`config.mk`:
```
export PLATFORM = sky130hd
export DESIGN_NAME = alu_bus_sequencer_flat
export DESIGN_NICKNAME = d
export VERILOG_FILES = /design/src/rtl/alu_bus_sequencer_if.sv /design/src/rtl/alu_bus_sequencer.sv /design/src/flat_wrapper.sv
export SDC_FILE = /design/constraint.sdc
export NUM_CORES = 1
export LEC_CHECK = 0
export BUFFER_PORTS_ARGS = -buffer_cell sky130_fd_sc_hd__buf_2
export CAP_MARGIN = 20
export CORE_MARGIN = 5
export CORE_UTILIZATION = 49
export CTS_BUF_LIST = sky130_fd_sc_hd__clkbuf_8
export DETAILED_ROUTE_END_ITERATION = 12
export MAX_ROUTING_LAYER = met4
export PLACE_DENSITY = 0.78
export SETUP_SLACK_MARGIN = 0.2
export SYNTH_ARGS = -nofsm -noshare
export SYNTH_HDL_FRONTEND = slang
export SYNTH_SLANG_ARGS = --single-unit
```
`constraint.sdc`:
```
create_clock -name clk -period 1.41 [get_ports clk]
set_input_delay 0.141 -clock clk [delete_from_list [all_inputs] [get_ports clk]]
set_output_delay 0.141 -clock clk [all_outputs]
set_load 0.05 [all_outputs]
```
`src/rtl/alu_bus_sequencer_if.sv`:
```
// Bus-side signal bundle between the instruction controller / ALU environment and alu_bus_sequencer.
// master = the sequencer, slave = the controller/ALU side that drives operands and reads results.
interface alu_bus_sequencer_if #(
    parameter int REG_WIDTH = 8
);
    logic                 start;
    logic [2:0]           fn_in;
    logic                 src_valid;
    logic [REG_WIDTH-1:0] bus;
    logic                 req_a;
    logic                 req_b;
    logic [REG_WIDTH-1:0] reg_A;
    logic [REG_WIDTH-1:0] reg_B;
    logic [2:0]           fn;
    logic                 alu_en;
    logic                 busy;
    logic                 done;
    logic [REG_WIDTH-1:0] result;
    logic                 flag_zero;
    logic                 flag_neg;
    logic                 div0_err;

    modport master (
        input  start, fn_in, src_valid, bus,
        output req_a, req_b, reg_A, reg_B, fn, alu_en, busy, done,
               result, flag_zero, flag_neg, div0_err
    );

    modport slave (
        output start, fn_in, src_valid, bus,
        input  req_a, req_b, reg_A, reg_B, fn, alu_en, busy, done,
               result, flag_zero, flag_neg, div0_err
    );
endinterface

```
`src/rtl/alu_bus_sequencer.sv`:
```
// Loads ALU operands off the shared bus, runs one ALU cycle and captures the result and flags.
// Optional macro ALU_DIV0_TRAP_EN: short-circuits divide-by-zero to an all-ones result with div0_err.
module alu_bus_sequencer #(
    parameter int REG_WIDTH = 8
) (
    input  logic                  clk,
    input  logic                  clr,
    alu_bus_sequencer_if.master   alu_bus
);

    typedef enum logic [2:0] {
        IDLE   = 3'd0,
        LOAD_A = 3'd1,
        LOAD_B = 3'd2,
        EXEC   = 3'd3,
        READ   = 3'd4
    } state_t;

    localparam logic [2:0] FN_DIV = 3'b011;

    state_t state;
    state_t state_nxt;

    logic latch_fn;
    logic cap_a;
    logic cap_b;
    logic cap_res;
    logic trap;
    logic div0_hit;

`ifdef ALU_DIV0_TRAP_EN
    assign div0_hit = (alu_bus.fn == FN_DIV) && (alu_bus.bus == '0);
`else
    assign div0_hit = 1'b0;
`endif

    always_ff @(posedge clk) begin
        if (clr) begin
            state <= IDLE;
        end else begin
            state <= state_nxt;
        end
    end

    always_comb begin
        state_nxt = state;
        latch_fn  = 1'b0;
        cap_a     = 1'b0;
        cap_b     = 1'b0;
        cap_res   = 1'b0;
        trap      = 1'b0;
        case (state)
            IDLE: begin
                if (alu_bus.start) begin
                    latch_fn  = 1'b1;
                    state_nxt = LOAD_A;
                end
            end
            LOAD_A: begin
                if (alu_bus.src_valid) begin
                    cap_a     = 1'b1;
                    state_nxt = LOAD_B;
                end
            end
            LOAD_B: begin
                if (alu_bus.src_valid) begin
                    cap_b = 1'b1;
                    // A trapped divide never reaches the ALU, so EXEC/READ are skipped.
                    if (div0_hit) begin
                        trap      = 1'b1;
                        state_nxt = IDLE;
                    end else begin
                        state_nxt = EXEC;
                    end
                end
            end
            EXEC: begin
                state_nxt = READ;
            end
            READ: begin
                cap_res   = 1'b1;
                state_nxt = IDLE;
            end
            default: begin
                state_nxt = IDLE;
            end
        endcase
    end

    assign alu_bus.req_a  = (state == LOAD_A);
    assign alu_bus.req_b  = (state == LOAD_B);
    assign alu_bus.alu_en = (state == READ);
    assign alu_bus.busy   = (state != IDLE);

    always_ff @(posedge clk) begin
        if (clr) begin
            alu_bus.fn        <= '0;
            alu_bus.reg_A     <= '0;
            alu_bus.reg_B     <= '0;
            alu_bus.result    <= '0;
            alu_bus.flag_zero <= 1'b0;
            alu_bus.flag_neg  <= 1'b0;
            alu_bus.done      <= 1'b0;
        end else begin
            alu_bus.done <= cap_res | trap;
            if (latch_fn) begin
                alu_bus.fn <= alu_bus.fn_in;
            end
            if (cap_a) begin
                alu_bus.reg_A <= alu_bus.bus;
            end
            if (cap_b) begin
                alu_bus.reg_B <= alu_bus.bus;
            end
            if (cap_res) begin
                alu_bus.result    <= alu_bus.bus;
                alu_bus.flag_zero <= (alu_bus.bus == '0);
                alu_bus.flag_neg  <= alu_bus.bus[REG_WIDTH-1];
            end else if (trap) begin
                alu_bus.result    <= '1;
                alu_bus.flag_zero <= 1'b0;
                alu_bus.flag_neg  <= 1'b1;
            end
        end
    end

`ifdef ALU_DIV0_TRAP_EN
    always_ff @(posedge clk) begin
        if (clr) begin
            alu_bus.div0_err <= 1'b0;
        end else if (trap) begin
            alu_bus.div0_err <= 1'b1;
        end else if (cap_res) begin
            alu_bus.div0_err <= 1'b0;
        end
    end
`else
    assign alu_bus.div0_err = 1'b0;
`endif

endmodule
```
`src/flat_wrapper.sv`:
```
// flat-port wrapper written by rule: the top's interface ports become plain ports
module alu_bus_sequencer_flat 
#(
    parameter int REG_WIDTH = 8
)
  (clk, clr, alu_bus_start, alu_bus_fn_in, alu_bus_src_valid, alu_bus_bus, alu_bus_req_a, alu_bus_req_b, alu_bus_reg_A, alu_bus_reg_B, alu_bus_fn, alu_bus_alu_en, alu_bus_busy, alu_bus_done, alu_bus_result, alu_bus_flag_zero, alu_bus_flag_neg, alu_bus_div0_err);
  alu_bus_sequencer_if #(.REG_WIDTH(REG_WIDTH)) alu_bus_i ();
  input  logic clk;
  input  logic clr;
  input wire logic [$bits(alu_bus_i.start)-1:0] alu_bus_start;
  input wire logic [$bits(alu_bus_i.fn_in)-1:0] alu_bus_fn_in;
  input wire logic [$bits(alu_bus_i.src_valid)-1:0] alu_bus_src_valid;
  input wire logic [$bits(alu_bus_i.bus)-1:0] alu_bus_bus;
  output wire logic [$bits(alu_bus_i.req_a)-1:0] alu_bus_req_a;
  output wire logic [$bits(alu_bus_i.req_b)-1:0] alu_bus_req_b;
  output wire logic [$bits(alu_bus_i.reg_A)-1:0] alu_bus_reg_A;
  output wire logic [$bits(alu_bus_i.reg_B)-1:0] alu_bus_reg_B;
  output wire logic [$bits(alu_bus_i.fn)-1:0] alu_bus_fn;
  output wire logic [$bits(alu_bus_i.alu_en)-1:0] alu_bus_alu_en;
  output wire logic [$bits(alu_bus_i.busy)-1:0] alu_bus_busy;
  output wire logic [$bits(alu_bus_i.done)-1:0] alu_bus_done;
  output wire logic [$bits(alu_bus_i.result)-1:0] alu_bus_result;
  output wire logic [$bits(alu_bus_i.flag_zero)-1:0] alu_bus_flag_zero;
  output wire logic [$bits(alu_bus_i.flag_neg)-1:0] alu_bus_flag_neg;
  output wire logic [$bits(alu_bus_i.div0_err)-1:0] alu_bus_div0_err;
  assign alu_bus_i.start = alu_bus_start;
  assign alu_bus_i.fn_in = alu_bus_fn_in;
  assign alu_bus_i.src_valid = alu_bus_src_valid;
  assign alu_bus_i.bus = alu_bus_bus;
  assign alu_bus_req_a = alu_bus_i.req_a;
  assign alu_bus_req_b = alu_bus_i.req_b;
  assign alu_bus_reg_A = alu_bus_i.reg_A;
  assign alu_bus_reg_B = alu_bus_i.reg_B;
  assign alu_bus_fn = alu_bus_i.fn;
  assign alu_bus_alu_en = alu_bus_i.alu_en;
  assign alu_bus_busy = alu_bus_i.busy;
  assign alu_bus_done = alu_bus_i.done;
  assign alu_bus_result = alu_bus_i.result;
  assign alu_bus_flag_zero = alu_bus_i.flag_zero;
  assign alu_bus_flag_neg = alu_bus_i.flag_neg;
  assign alu_bus_div0_err = alu_bus_i.div0_err;
  alu_bus_sequencer #(.REG_WIDTH(REG_WIDTH)) u_core (.clk(clk), .clr(clr), .alu_bus(alu_bus_i));
endmodule
```
==> impl_metrics.tcl, run 1 <==
set metrics [dict create \
    ctsHtreeMaxLevel 2 \
    cp_max_fo 3 \
    clk_pin_slew_worst_paths_ns 0.07 \
    rows 18 \
    grt_pass1_wl_um 4820 \
    seqPwrFrac 0.411 \
    synth_seq_area_share 0.500 \
    critPathLaunchType "flop" \
    grt_max_degree 33 \
    ios 50 \
    die_h_um 61.1 \
    status "finished with violations" \
    numPortBuffers 48 \
    violations "setup timing" \
    multi_input_area_sq_um 603 \
    tns_ns -0.0126 \
    nNetsFinal 194 \
    wirelength_um 3200 \
    cts_tree "done" \
    track_usage 0.187 \
    synth_warnings 0 \
    async_reset_ff_frac 0 \
    cp.arrival_ns 1.28 \
    grt_pass1_vias 1032 \
    slew_viol_final 0 \
    area_growth_pct 47.6 \
    hold_viol 0 \
    setup_slack_ns -0.0126 \
    power.static_leakage_nw 0.844 \
    swShare 0.263 \
    drive_gt1_frac 0.483 \
    powerDensity_nw_per_um2 1230 \
    power.switching_mw 0.611 \
    syn_avg_cell_area_sq_um 10.8 \
    dieWidth_um 61.1 \
    gp_congestion 0.741 \
    pwr-share-comb 0.175 \
    cts_hold_buf 0 \
    min_path_type "input pin to flop" \
    dp_slack_ns 0.0785 \
    postRouteAntennaNets 0 \
    post-dp-hpwl_um 2060 \
    layout_commonest_cell "buf_2" \
    max_cap_violations 0 \
    drc 0 \
    synth_cell_type_count 22 \
    crit_required_ns 1.27 \
    synth_edf_count 0 \
    n_antenna_cell 0 \
    first_pass_iters 4 \
    rsz0062_at_grt "true" \
    fillers 173 \
    synth-main-ff-cell "dfxtp_1" \
    syn_inst 118 \
    syn-cell-area_sq_um 1280 \
    cts-root-buf "clkbuf_8" \
    routed_via_density 5.09 \
    seqCellArea_sq_um 652 \
    irDropWorstVdd_mv 1.20 \
    slew_headroom 0.636 \
    layout_common_cells "buf_2, dfxtp_1, nor2_1" \
    r2r_setup_slack_ns 0.05 \
    setup_viol 1 \
    final.min_clock_period_ns 1.42 \
    clock_path_buffers 2 \
    cts_sinks 32 \
    finish.instance_area_sq_um 1890 \
    skew_ns 0.00306 \
    clk_latency_ns 0.28 \
    pwr-share-clk 0.415 \
    syn_nets 133 \
    period_share 1.01 \
    cts_buffers 5 \
    clock.fmax_mhz 703 \
    critPathKind "flop to output pin" \
    routedWlPerCell_um 15.2 \
    tightestPinTransition_ns 0.546 \
    initial_utilization 0.517 \
    dr_total_vias 1069 \
    p_int_mw 1.72 \
    placed_area_sq_um 1540 \
    end_kind "output pin" \
    antenna_found_initial 0 \
    synth-seq-cells 32 \
    core_region_area_sq_um 2480 \
    die_area_sq_um 3730 \
    drt_iter0_markers 24 \
    grt_overflow_total 0 \
]
[stage by stage]
step | cells | power (mW) | hold slack [ns] | util
floorplan | 118 | 1.24 | 0.211 | -
global placement | 191 | 1.30 | 0.378 | 0.623
detailed placement | 191 | 1.31 | 0.395 | 0.623
CTS | 205 | 2.31 | 0.0939 | 0.717
global route | 210 | 2.41 | 0.122 | 0.763
finish | 210 | 2.33 | 0.0969 | 0.763
[power groups by stage]
stage	Sequential, mW	Combinational, mW	Clock, mW
finish	0.956	0.407	0.965
floorplan	1.05	0.182	0
global placement	0.980	0.324	0
detailed placement	0.982	0.329	0
global route	0.959	0.431	1.02
CTS	0.954	0.377	0.980
[logic make-up after synthesis]
kind of cell | count (synthesis) | synth area share
and+or+nand+nor | 44 | 0.195
DFF | 32 | 0.500
muxes | 28 | 0.220
buffers and inverters | 11 | 0.0704
AOI/OAI and AO/OA | 2 | 0.0108
other | 1 | 0.00293
[final cells by class]
cell class | count | area share
clock inverter | 1 | 0.0159
tap | 30 | 0.0199
sequential | 32 | 0.345
timing repair buffer | 65 | 0.249
clock buffer | 7 | 0.0510
multi-input combinational | 75 | 0.319
[synth_stat cells, types with 2 or more instances]
cell,count,area share
nor3_1,2,0.0078
buf_6,5,0.044
nor4_1,2,0.0098
nor3b_1,2,0.012
nor2_1,27,0.079
clkbuf_1,3,0.0088
nand2b_1,2,0.0098
and4bb_1,2,0.020
mux2i_1,27,0.21
buf_4,3,0.018
dfxtp_1,32,0.50
[final timing paths]
| kind | endpoint | depth (start not counted) | from |
|---|---|---|---|
| setup reg to reg | u_core.alu_bus.reg_A[5]$_SDFFE_PP0P_ | 5 | u_core.state[1]$_SDFFE_PP0P_ |
| hold reg to reg | u_core.alu_bus.flag_zero$_SDFFE_PP0P_ | 2 | u_core.alu_bus.flag_zero$_SDFFE_PP0P_ |
| hold / removal | u_core.alu_bus.fn[2]$_SDFFE_PP0P_ | 3 | alu_bus_fn_in[2] |
| setup / recovery | alu_bus_busy | 3 | u_core.state[0]$_SDFFE_PP0P_ |
[sequential cells by signal, summed over array words and instances, names as in the netlist]
signal                    flops
u_core.alu_bus.reg_B          8
u_core.alu_bus.flag_zero      1
u_core.state                  3
u_core.alu_bus.reg_A          8
u_core.alu_bus.result         8
u_core.alu_bus.done           1
u_core.alu_bus.fn             3
[layer usage]
layer | vias to the layer above | GRT usage | wire length (um)
met1 | 512 | 0.213 | 1290
li1 | 518 | - | -
met2 | 34 | 0.289 | 1650
met4 | 0 | 0.0929 | 60
met3 | 5 | 0.0671 | 200
met5 | - | - | 0
[critical path, stage by stage, from the launching register on]
cell and delay [ns]:
dfxtp_4 0.36, buf_6 0.12, or3_4 0.36, buf_8 0.16
[repair_timing]
item / in CTS / in global routing
setup endpoints to repair: 32 / 33
pin swaps: 5 / 3
resized for setup: 21 / 17
setup buffers: 6 / 5
Note: power is estimated with default switching activity, not from simulation.
==> inputs of run 2 (changes only) <==
Settings changed: CORE_MARGIN 5 to 4.
==> run 2 against run 1 <==
The run still ends with setup timing left. Clock-buffer cell count shrank 2. Core utilization shrank 0.25 points. Setup slack lost 0.016 ns. First-iteration DRC count grew 13%. Via count grew 0.75%. Sequential power is essentially flat. Maximum frequency shrank 1.1%. Cell area shrank 0.33%. Hold slack lost 0.014 ns. Flip-flop and latch count is the same. Critical path type unchanged. Non-clock buffer count grew 4. Die area shrank 6.4%.
==> impl_metrics.tcl, run 2 (same netlist as run 1, synthesis figures left out) <==
set metrics [dict create \
    status "finished with violations" \
    violations "setup timing" \
    first_pass_iters 4 \
    core_region_area_sq_um 2480 \
    crit_required_ns 1.27 \
    utilization 0.760 \
    seqPwrFrac 0.424 \
    worstHoldPathCells 3 \
    critPathLaunchType "flop" \
    min_path_type "input pin to flop" \
    drc 0 \
    cp.arrival_ns 1.30 \
    setup_slack_ns -0.0286 \
    die_h_um 59.1 \
    irDropWorstVdd_mv 1.53 \
    track_usage 0.198 \
    cts_sinks 32 \
    wl_met1_um 1410 \
    period_share 1.02 \
    top_layer_used "met4" \
    area_growth_pct 47.1 \
    tightestPinTransition_ns 0.566 \
    r2r_end "u_core.alu_bus.reg_B[0]$_SDFFE_PP0P_" \
    route.met2.wl_um 1610 \
    ctsHtreeMaxLevel 2 \
    crit_path_end "alu_bus_busy" \
    setup_viol 1 \
    end_kind "output pin" \
    grt_pass1_vias 984 \
    wl_met3_um 187 \
    dp_slack_ns 0.123 \
    clock_path_buffers 2 \
    routedWlPerCell_um 15.4 \
    cts_tree "done" \
    powerDensity_nw_per_um2 1200 \
    skew_ns 0.00874 \
    fillers 180 \
    cts-root-buf "clkbuf_8" \
    grt_pass1_wl_um 4850 \
    gp_congestion 0.742 \
    layout_common_cells "buf_2, dfxtp_1, mux2i_1, nor2_1, buf_6" \
    power.static_leakage_nw 0.851 \
    top_regs "u_core.alu_bus.reg_A: 8 flops, u_core.alu_bus.reg_B: 8 flops, u_core.alu_bus.result: 8 flops" \
    swShare 0.283 \
    r2r-start "u_core.state[0]$_SDFFE_PP0P_" \
    drt_iter0_markers 27 \
    numPortBuffers 48 \
    n_antenna_cell 0 \
    dr_total_vias 1077 \
    layout_commonest_cell "buf_2" \
    post-dp-hpwl_um 1950 \
    postRouteAntennaNets 0 \
    grt_max_degree 33 \
    p_int_mw 1.62 \
    drive_gt1_frac 0.478 \
    ios 50 \
    routed_via_density 5.03 \
    fin_cells 214 \
    dieWidth_um 59.1 \
    power.switching_mw 0.639 \
    rsz0062_at_grt "true" \
    slew_viol_final 0 \
    cts_buffers 5 \
    max_cap_violations 0 \
    wirelength_um 3290 \
    crit_start "u_core.state[0]$_SDFFE_PP0P_" \
    pwr-share-comb 0.180 \
    cp_max_fo 3 \
    dp.cells 191 \
    final.min_clock_period_ns 1.44 \
    r2r_setup_slack_ns 0.01 \
    grt_overflow_total 0 \
    cts_hold_buf 0 \
    clock.fmax_mhz 695 \
    clk_latency_ns 0.29 \
    nNetsFinal 198 \
    clk_pin_slew_worst_paths_ns 0.07 \
    seqCellArea_sq_um 652 \
    critPathKind "flop to output pin" \
    pwr-share-clk 0.396 \
    initial_utilization 0.517 \
    multi_input_area_sq_um 586 \
    hold_path.startpoint "alu_bus_fn_in[2]" \
    hold_viol 0 \
    antenna_found_initial 0 \
    ff2ff_path_depth 5 \
    slew_headroom 0.623 \
    tns_ns -0.0286 \
    die_area_sq_um 3490 \
    rows 18 \
]
[run 2: cell types whose count changed in the layout (fill, tap and decap cells not counted), moves of 2 or more]
cell,previous run,this run
buf_8,3,0
buf_4,4,6
clkbuf_8,7,5
buf_6,12,17
[run 2: final cells by class]
type / instances / area share
Sequential cell: 32 / 0.346
Clock buffer: 5 / 0.0365
Timing Repair Buffer: 69 / 0.264
Clock inverter: 3 / 0.0226
Multi-Input combinational cell: 75 / 0.311
Tap cell: 30 / 0.0199
[run 2: metal layers]
layer / up-vias / GRT usage
met3: 6 / 0.0545
li1: 526 / -
met4: 0 / 0.123
met2: 35 / 0.293
met1: 510 / 0.236
met5: - / -
[run 2: worst max-delay path, stage by stage, from the launching register on]
cell     delay (ns)
dfxtp_4        0.37
buf_6          0.12
or3_4          0.36
buf_6          0.16
[run 2: repair_timing]
item	CTS	global route
endpoints found under the setup margin	32	27
gates resized for setup	22	13
pin swaps	3	2
setup buffers	7	8
[run 2: metrics by stage]
| stage | hold slack, ns | power (mW) | area [sq um] |
|---|---|---|---|
| floorplan | 0.211 | 1.24 | 1310 |
| global placement | 0.374 | 1.30 | 1540 |
| detailed placement | 0.389 | 1.31 | 1540 |
| CTS | 0.0995 | 2.22 | 1770 |
| global route | 0.105 | 2.33 | 1880 |
| finish | 0.0830 | 2.25 | 1880 |
[run 2: worst min-delay path by stage]
stage	slack (ns)	end
final	0.08	u_core.alu_bus.fn[2]$_SDFFE_PP0P_
after global routing	0.10	u_core.alu_bus.fn[2]$_SDFFE_PP0P_
after CTS	0.1	u_core.alu_bus.fn[0]$_SDFFE_PP0P_
after detailed placement	0.39	u_core.alu_bus.fn[1]$_SDFFE_PP0P_
after global placement	0.37	u_core.alu_bus.fn[1]$_SDFFE_PP0P_
after floorplan	0.21	u_core.state[2]$_SDFFE_PP0P_
[run 2: power groups by stage]
stage	clock [mW]	sequential, mW	combinational (mW)
after floorplan	0	1.05	0.182
after global placement	0	0.976	0.329
after detailed placement	0	0.978	0.335
after CTS	0.887	0.953	0.381
after global routing	0.936	0.958	0.431
final	0.893	0.955	0.407
==> inputs of run 3 (changes only) <==
Settings changed: MAX_ROUTING_LAYER met4 to default.
==> run 3 against run 2 <==
The flow still finishes with violations (setup timing). Setup slack gained 0.0019 ns. Routed wire length decreased by 0.43%. Combinational power about the same.
==> impl_metrics.tcl, run 3 (same netlist as run 1, synthesis figures left out) <==
set metrics [dict create \
    first_pass_iters 4 \
    ios 50 \
    dieWidth_um 59.1 \
    min_path_type "input pin to flop" \
    end_kind "output pin" \
    dr_total_vias 1073 \
    cts-root-buf "clkbuf_8" \
    tns_ns -0.0267 \
    clk_latency_ns 0.29 \
    slew_headroom 0.624 \
    n_antenna_cell 0 \
    area_growth_pct 47.1 \
    nNetsFinal 198 \
    dp_slack_ns 0.123 \
    skew_ns 0.00846 \
    violations "setup timing" \
    cts_tree "done" \
    grt_overflow_total 0 \
    rsz0062_at_grt "true" \
    layout_commonest_cell "buf_2" \
    drc 0 \
    critPathKind "flop to output pin" \
    gp_congestion 0.733 \
    setup_viol 1 \
    setup_slack_ns -0.0267 \
    finalPower_mw 2.25 \
    power.static_leakage_nw 0.851 \
    critPathLaunchType "flop" \
    cts_buffers 5 \
    final.min_clock_period_ns 1.44 \
    whs_ns 0.0849 \
    ctsHtreeMaxLevel 2 \
    powerDensity_nw_per_um2 1200 \
    cp.arrival_ns 1.30 \
    slew_viol_final 0 \
    postRouteAntennaNets 0 \
    antenna_found_initial 0 \
    tightestPinTransition_ns 0.563 \
    rows 18 \
    wirelength_um 3270 \
    top_regs "u_core.alu_bus.reg_A: 8 flops, u_core.alu_bus.reg_B: 8 flops, u_core.alu_bus.result: 8 flops" \
    grt_max_degree 33 \
    numPortBuffers 48 \
    cp_max_fo 3 \
    post-dp-hpwl_um 1950 \
    drive_gt1_frac 0.478 \
    max_cap_violations 0 \
    grt_pass1_vias 985 \
    layout_common_cells "buf_2, dfxtp_1, mux2i_1, nor2_1, buf_6" \
    irDropWorstVdd_mv 1.53 \
    track_usage 0.192 \
    initial_utilization 0.517 \
    clk_pin_slew_worst_paths_ns 0.07 \
    routed_via_density 5.01 \
    cts_sinks 32 \
    die_area_sq_um 3490 \
    worstHoldPathCells 3 \
    die_h_um 59.1 \
    routedWlPerCell_um 15.3 \
    drt_iter0_markers 34 \
    utilization 0.760 \
    crit_required_ns 1.27 \
    clock_path_buffers 2 \
    core_region_area_sq_um 2480 \
    grt_pass1_wl_um 4840 \
    clock.fmax_mhz 696 \
    status "finished with violations" \
    hold_viol 0 \
    ff2ff_path_depth 5 \
    period_share 1.02 \
]
run 3: cell counts in the layout (fill, tap and decap cells not counted):
Identical to the previous run, type by type.
run 3: report_power, final:
group	leakage, nW	internal (mW)	total, mW	switching (mW)
Sequential	0.261	0.933	0.954	0.0217
Clock	0.0541	0.523	0.890	0.367
Combinational	0.536	0.160	0.406	0.246
run 3: what timing repair did:
action,CTS,global route
hold endpoints to repair,0,0
gates resized for setup,22,13
pin swaps,3,2
setup buffers,7,8
endpoints found under the setup margin,32,27
hold buffers,0,0
run 3: cell type report:
class / count / area [sq um]
clock inverters: 3 / 42.5
repair buffers: 69 / 497
clock buffers: 5 / 68.8
fillers: 180 / 594
multi-input cells: 75 / 586
flip-flops and latches: 32 / 652
well taps: 30 / 37.5
run 3: metal layers:
layer,global-route usage,part of all wire,up-vias
li1,-,-,526
met1,0.231,0.42,507
met2,0.293,0.49,34
met3,0.0632,0.063,6
met4,0.123,0.021,0
met5,0,0,-
run 3: per-stage QoR:
step | cells | cell area [sq um]
6_report | 214 | 1880
3_3_place_gp | 191 | 1540
2_1_floorplan | 118 | 1310
3_5_place_dp | 191 | 1540
5_1_grt | 214 | 1880
4_1_cts | 206 | 1770
run 3: critical path: stages, from the launching register on:
cell and delay (ns):
dfxtp_4 0.37, buf_6 0.12, or3_4 0.36, buf_6 0.16
run 3: path summary, 6_finish.rpt:
check	from	endpoint	slack, ns
min reg2reg	u_core.alu_bus.reg_A[1]$_SDFFE_PP0P_	u_core.alu_bus.reg_A[1]$_SDFFE_PP0P_	0.49
max reg2reg	u_core.state[0]$_SDFFE_PP0P_	u_core.alu_bus.reg_B[0]$_SDFFE_PP0P_	0.02
min	alu_bus_fn_in[2]	u_core.alu_bus.fn[2]$_SDFFE_PP0P_	0.08
max	u_core.state[0]$_SDFFE_PP0P_	alu_bus_busy	-0.03
